**src/rtl/simd_enable_stack.sv**
```systemverilog
// Per-lane SIMD enable-mask stack: ALLEN/PUSHEN/POPEN/JUMPF ops, depth tracking, sticky overflow/underflow.
// Defining ENSTACK_ELSE_EN enables op 5 (ELSEN); otherwise op 5 is reserved.
module simd_enable_stack #(
  parameter int NPE   = 4,
  parameter int DEPTH = 32,
  parameter int DW    = $clog2(DEPTH + 1)
) (
  input  logic           clk,
  input  logic           reset,
  input  logic           op_valid,
  input  logic [2:0]     op,
  input  logic [NPE-1:0] cond_zero,
  input  logic           err_clr,
  output logic [NPE-1:0] en,
  output logic           any_en,
  output logic [DW-1:0]  depth,
  output logic           overflow,
  output logic           underflow
);

  localparam logic [2:0] OpAllen  = 3'd1;
  localparam logic [2:0] OpPushen = 3'd2;
  localparam logic [2:0] OpPopen  = 3'd3;
  localparam logic [2:0] OpJumpf  = 3'd4;
`ifdef ENSTACK_ELSE_EN
  localparam logic [2:0] OpElsen  = 3'd5;
`endif

  localparam logic [DW-1:0] MaxDepth = DW'(DEPTH - 1);

  // Bit 0 of each lane vector is the top of that lane's stack.
  logic [NPE-1:0][DEPTH-1:0] stack_q, stack_d;
  logic [DW-1:0]             depth_q, depth_d;
  logic                      overflow_q, overflow_d;
  logic                      underflow_q, underflow_d;

  always_comb begin
    stack_d     = stack_q;
    depth_d     = depth_q;
    overflow_d  = overflow_q & ~err_clr;
    underflow_d = underflow_q & ~err_clr;
    if (op_valid) begin
      case (op)
        OpAllen: begin
          for (int i = 0; i < NPE; i++) stack_d[i][0] = 1'b1;
        end
        OpPushen: begin
          for (int i = 0; i < NPE; i++) stack_d[i] = {stack_q[i][DEPTH-2:0], stack_q[i][0]};
          if (depth_q == MaxDepth) overflow_d = 1'b1;
          else                     depth_d    = depth_q + DW'(1);
        end
        OpPopen: begin
          for (int i = 0; i < NPE; i++) stack_d[i] = {1'b1, stack_q[i][DEPTH-1:1]};
          if (depth_q == '0) underflow_d = 1'b1;
          else               depth_d     = depth_q - DW'(1);
        end
        OpJumpf: begin
          for (int i = 0; i < NPE; i++) stack_d[i][0] = stack_q[i][0] & ~cond_zero[i];
        end
`ifdef ENSTACK_ELSE_EN
        // At base depth there is no enclosing level, so the outer mask counts as enabled.
        OpElsen: begin
          for (int i = 0; i < NPE; i++)
            stack_d[i][0] = ~stack_q[i][0] & ((depth_q == '0) ? 1'b1 : stack_q[i][1]);
        end
`endif
        default: ;
      endcase
    end
  end

  always_ff @(posedge clk) begin
    if (reset) begin
      stack_q     <= '1;
      depth_q     <= '0;
      overflow_q  <= 1'b0;
      underflow_q <= 1'b0;
    end else begin
      stack_q     <= stack_d;
      depth_q     <= depth_d;
      overflow_q  <= overflow_d;
      underflow_q <= underflow_d;
    end
  end

  always_comb begin
    en = '0;
    for (int i = 0; i < NPE; i++) en[i] = stack_q[i][0];
  end

  assign any_en    = |en;
  assign depth     = depth_q;
  assign overflow  = overflow_q;
  assign underflow = underflow_q;

endmodule

```
**config.mk**
```make
export PLATFORM = sky130hd
export DESIGN_NAME = simd_enable_stack
export DESIGN_NICKNAME = d
export VERILOG_FILES = /design/src/rtl/simd_enable_stack.sv
export SDC_FILE = /design/constraint.sdc
export NUM_CORES = 1
export LEC_CHECK = 0
export BUFFER_PORTS_ARGS = -buffer_cell sky130_fd_sc_hd__buf_2
export CAP_MARGIN = 10
export CORE_ASPECT_RATIO = 1.75
export CORE_MARGIN = 3
export CORE_UTILIZATION = 50
export CTS_BUF_LIST = sky130_fd_sc_hd__clkbuf_4 sky130_fd_sc_hd__clkbuf_8
export DETAILED_ROUTE_END_ITERATION = 7
export PLACE_DENSITY = 0.69
export SLEW_MARGIN = 20
export SYNTH_ARGS = -nofsm -noshare
export SYNTH_HDL_FRONTEND = slang
export SYNTH_SLANG_ARGS = --single-unit
```
**constraint.sdc**
```tcl
create_clock -name clk -period 2.4 [get_ports clk]
set_input_delay 0.48 -clock clk [delete_from_list [all_inputs] [get_ports clk]]
set_output_delay 0.48 -clock clk [all_outputs]
set_load 0.005 [all_outputs]
```
==> impl_metrics.csv <==
group,metric,value,unit
placement,numPortBuffers,23,
logic_synthesis,synth_xor_xnor_area_share,0.568,%
timing,max_slew_margin,61.8,%
final_layout,n_fill_cell,1152,
logic_synthesis,ys_warn_count,0,
grt,grt_pass1_wl,20900,µm
grt,grt_overflow,0,
setup_path,critical_path_class,"flip-flop to output port",
logic_synthesis,synth_simple_gate_area_share,18.3,%
power,power_per_cell_area,718,mW/mm²
logic_synthesis,postSynthAreaPerCell,7.95,µm²
final_layout,antenna_cells,0,
clock_tree,numCtsBuffers,17,
placement,routabilityCongestion,0.810,
logic_synthesis,synth_compound_area_share,29.6,%
final_layout,layout.nets,773,
timing,setup_ws,482,ps
setup_path,crit_required,1920,ps
floorplan,die_x,90.0,µm
detailed_routing,dr_total_vias,5354,
setup_path,r2r_end,"depth[5]",
setup_path,crit_path_end_kind,"output port",
setup_path,rrSetupSlack,530,ps
logic_synthesis,synthMuxAreaShare,0.568,%
logic_synthesis,synthCells,776,
clock_tree,post_cts_resized,0,
run,cap_violations,0,
timing,fin_skew,4.86,ps
logic_synthesis,seq_area_frac_synth,44.1,%
setup_path,crit_end,"any_en",
detailed_routing,drc_errors,0,
timing,period_share,79.9,%
timing,whs,325,ps
timing,fmax,521,MHz
floorplan,coreArea,0.0121,mm²
final_layout,drive_gt1_share,9.62,%
grt,antenna_found_initial,0,
clock_tree,cts_sinks,136,
grt,grt_pass1_vias,4710,
power,ir_drop,0.337,mV
floorplan,die-area,0.0138,mm²
timing,finalHoldViolCount,0,
clock_tree,cts_setup_buffers,0,
detailed_routing,ant_nets,0,
timing,worst_pin_slew,573,ps
clock_tree,postCtsHoldBufs,0,
logic_synthesis,syn-num-nets,792,
detailed_routing,avgRoutedWirePerCell,13.5,µm
final_layout,area_growth,9.76,%
setup_path,path_max_fanout,4,
run_status,outcome,"complete, no violations",
logic_synthesis,ys_types,38,
placement,place_hpwl,7390,µm
setup_path,crit_start,"en[2]",
logic_synthesis,ys_seq_elements,136,
timing,rsz0062_at_grt,"no",
setup_path,r2r_cells,6,
clock_tree,clock_latency,430,ps
clock_tree,clkTransAtPathRegs,70,ps
setup_path,cp.arrival,1440,ps
detailed_routing,totalWireLength,12600,µm
logic_synthesis,synth_area,0.00617,mm²
floorplan,initial_utilization,51.1,%
timing,finalSetupTns,0,ps
grt,gr-usage-all-layers,18.0,%
clock_tree,htree_levels,4,
logic_synthesis,synthAdderAreaFrac,1.14,%
detailed_routing,routed_via_density,5.73,
clock_tree,cts_max_path_buffers,2,
placement,place_worst_setup_slack,62.4,ps
power,p_leak,0.00318,µW
min_path,worstHoldPathType,"input pin to flip-flop",
floorplan,fp-row-count,53,
setup_path,crit-reg2reg-launch,"depth[1]",
setup_path,start_kind,"flip-flop",
logic_synthesis,synth_top_family_by_area,"compound AO/OA/AOI/OAI gates",
timing,fin_crit,1920,ps
timing,slew_violations,0,
floorplan,io_pins,24,
floorplan,die-height,153,µm
grt,grt_max_degree,127,
timing,setup_viol,0,
clock_tree,root_buffer,"clkbuf_8",
detailed_routing,drt_iter0_drc,357,
detailed_routing,first_pass_iters,6,
clock_tree,cts_tree,"built",
## cells in the mapped netlist
| library cell | count | area share (%) |
|---|---|---|
| nand2_1 | 240 | 15 |
| dfxtp_1 | 136 | 44 |
| a21oi_1 | 128 | 10 |
| a211o_1 | 120 | 17 |
| clkbuf_1 | 38 | 2.3 |
| buf_2 | 19 | 1.5 |
| nor2_1 | 14 | 0.85 |
| buf_1 | 13 | 0.79 |
| o21ai_0 | 9 | 0.73 |
| nand3b_1 | 6 | 0.73 |
| nor3_1 | 5 | 0.41 |
| buf_4 | 4 | 0.49 |
| ha_1 | 4 | 0.81 |
| inv_1 | 4 | 0.24 |
| o21bai_1 | 4 | 0.49 |
| a211oi_1 | 3 | 0.37 |
| nor2b_1 | 3 | 0.30 |
| xnor2_1 | 3 | 0.43 |
| mux2i_1 | 2 | 0.32 |
| nor3b_1 | 2 | 0.24 |
| o21a_1 | 2 | 0.24 |
| a21o_1 | 1 | 0.12 |
| a21o_2 | 1 | 0.14 |
| a31oi_1 | 1 | 0.10 |
| and2_1 | 1 | 0.10 |
| and2b_1 | 1 | 0.12 |
| buf_6 | 1 | 0.18 |
| clkinv_1 | 1 | 0.061 |
| fa_1 | 1 | 0.32 |
| mux2_4 | 1 | 0.24 |
| nand2b_1 | 1 | 0.10 |
| nand4_1 | 1 | 0.10 |
| nand4b_1 | 1 | 0.14 |
| nor3b_2 | 1 | 0.20 |
| nor4_1 | 1 | 0.10 |
| nor4_2 | 1 | 0.20 |
| or4_1 | 1 | 0.12 |
| xor2_1 | 1 | 0.14 |
## final cells by class
type	instances	area, µm²	area share (%)
inverter	5	20.0	0.296
tap	165	206	3.05
clock buffer	19	262	3.86
timing repair buffer	37	298	4.40
clock inverter	12	150	2.22
multi-input combinational	560	3110	46.0
sequential	136	2720	40.2
## where the power goes
part           switching, µW  internal (µW)
clock network            863           1070
registers               88.1           2370
logic                    266            199
## how the worst min path moves through the flow
stage	startpoint	end	slack [ps]	depth (start not counted)
after floorplan	stack_q[1]	stack_q[1]	450	1
after global placement	underflow	underflow	460	2
after detailed placement	underflow	underflow	470	2
after CTS	err_clr	underflow	300	3
after global routing	err_clr	underflow	310	3
final	err_clr	underflow	320	3
## cell families after synthesis
| kind of cell | Yosys count |
|---|---|
| simple gates | 279 |
| compound gates | 269 |
| flops | 136 |
| xor+xnor | 4 |
| buf+inv | 80 |
| mux | 3 |
| fa+ha+maj | 5 |
## state kept, by name, summed over array words and instances, names as in the netlist
signal     cells
stack_q      124
depth          6
underflow      1
overflow       1
en             4
## metal layers
layer	GRT usage, %	share of wire (%)	up-vias	wire (µm)
li1	-	-	2671	-
met1	20.3	43	2600	5410
met2	32.5	53	67	6620
met3	4.48	3.0	16	383
met4	6.72	1.5	0	191
met5	0	0	-	0
## per-stage QoR
stage	utilization (%)	total power, µW	cell area, µm²	instances
floorplan	-	2860	6180	776
global placement	52.7	2950	6360	903
detailed placement	52.7	2980	6360	903
CTS	56.1	4910	6770	934
global route	56.1	5090	6770	934
finish	56.1	4860	6770	934
## cell usage in the layout (no fill, tap or decap), types with 2 or more instances in the layout
master / netlist / layout
buf_12: 0 / 6
buf_4: 4 / 9
o21a_1: 2 / 2
a211oi_1: 3 / 3
nor3b_1: 2 / 2
clkinv_2: 0 / 5
nand2_1: 240 / 240
buf_2: 19 / 22
clkinvlp_4: 0 / 3
ha_1: 4 / 3
o21ai_0: 9 / 9
nor3_1: 5 / 5
nor2b_1: 3 / 3
inv_1: 4 / 4
mux2i_1: 2 / 2
o21bai_1: 4 / 4
bufinv_16: 0 / 3
xnor2_1: 3 / 3
a21oi_1: 128 / 128
a211o_1: 120 / 120
nand3b_1: 6 / 6
nor2_1: 14 / 14
clkbuf_8: 0 / 19
dfxtp_1: 136 / 136
## worst max-delay path, cell delays in order, from the launching register on
cell	delay (ps)
dfxtp_1	370
or4_1	500
buf_2	140
Note: power is estimated with default switching activity, not from simulation.
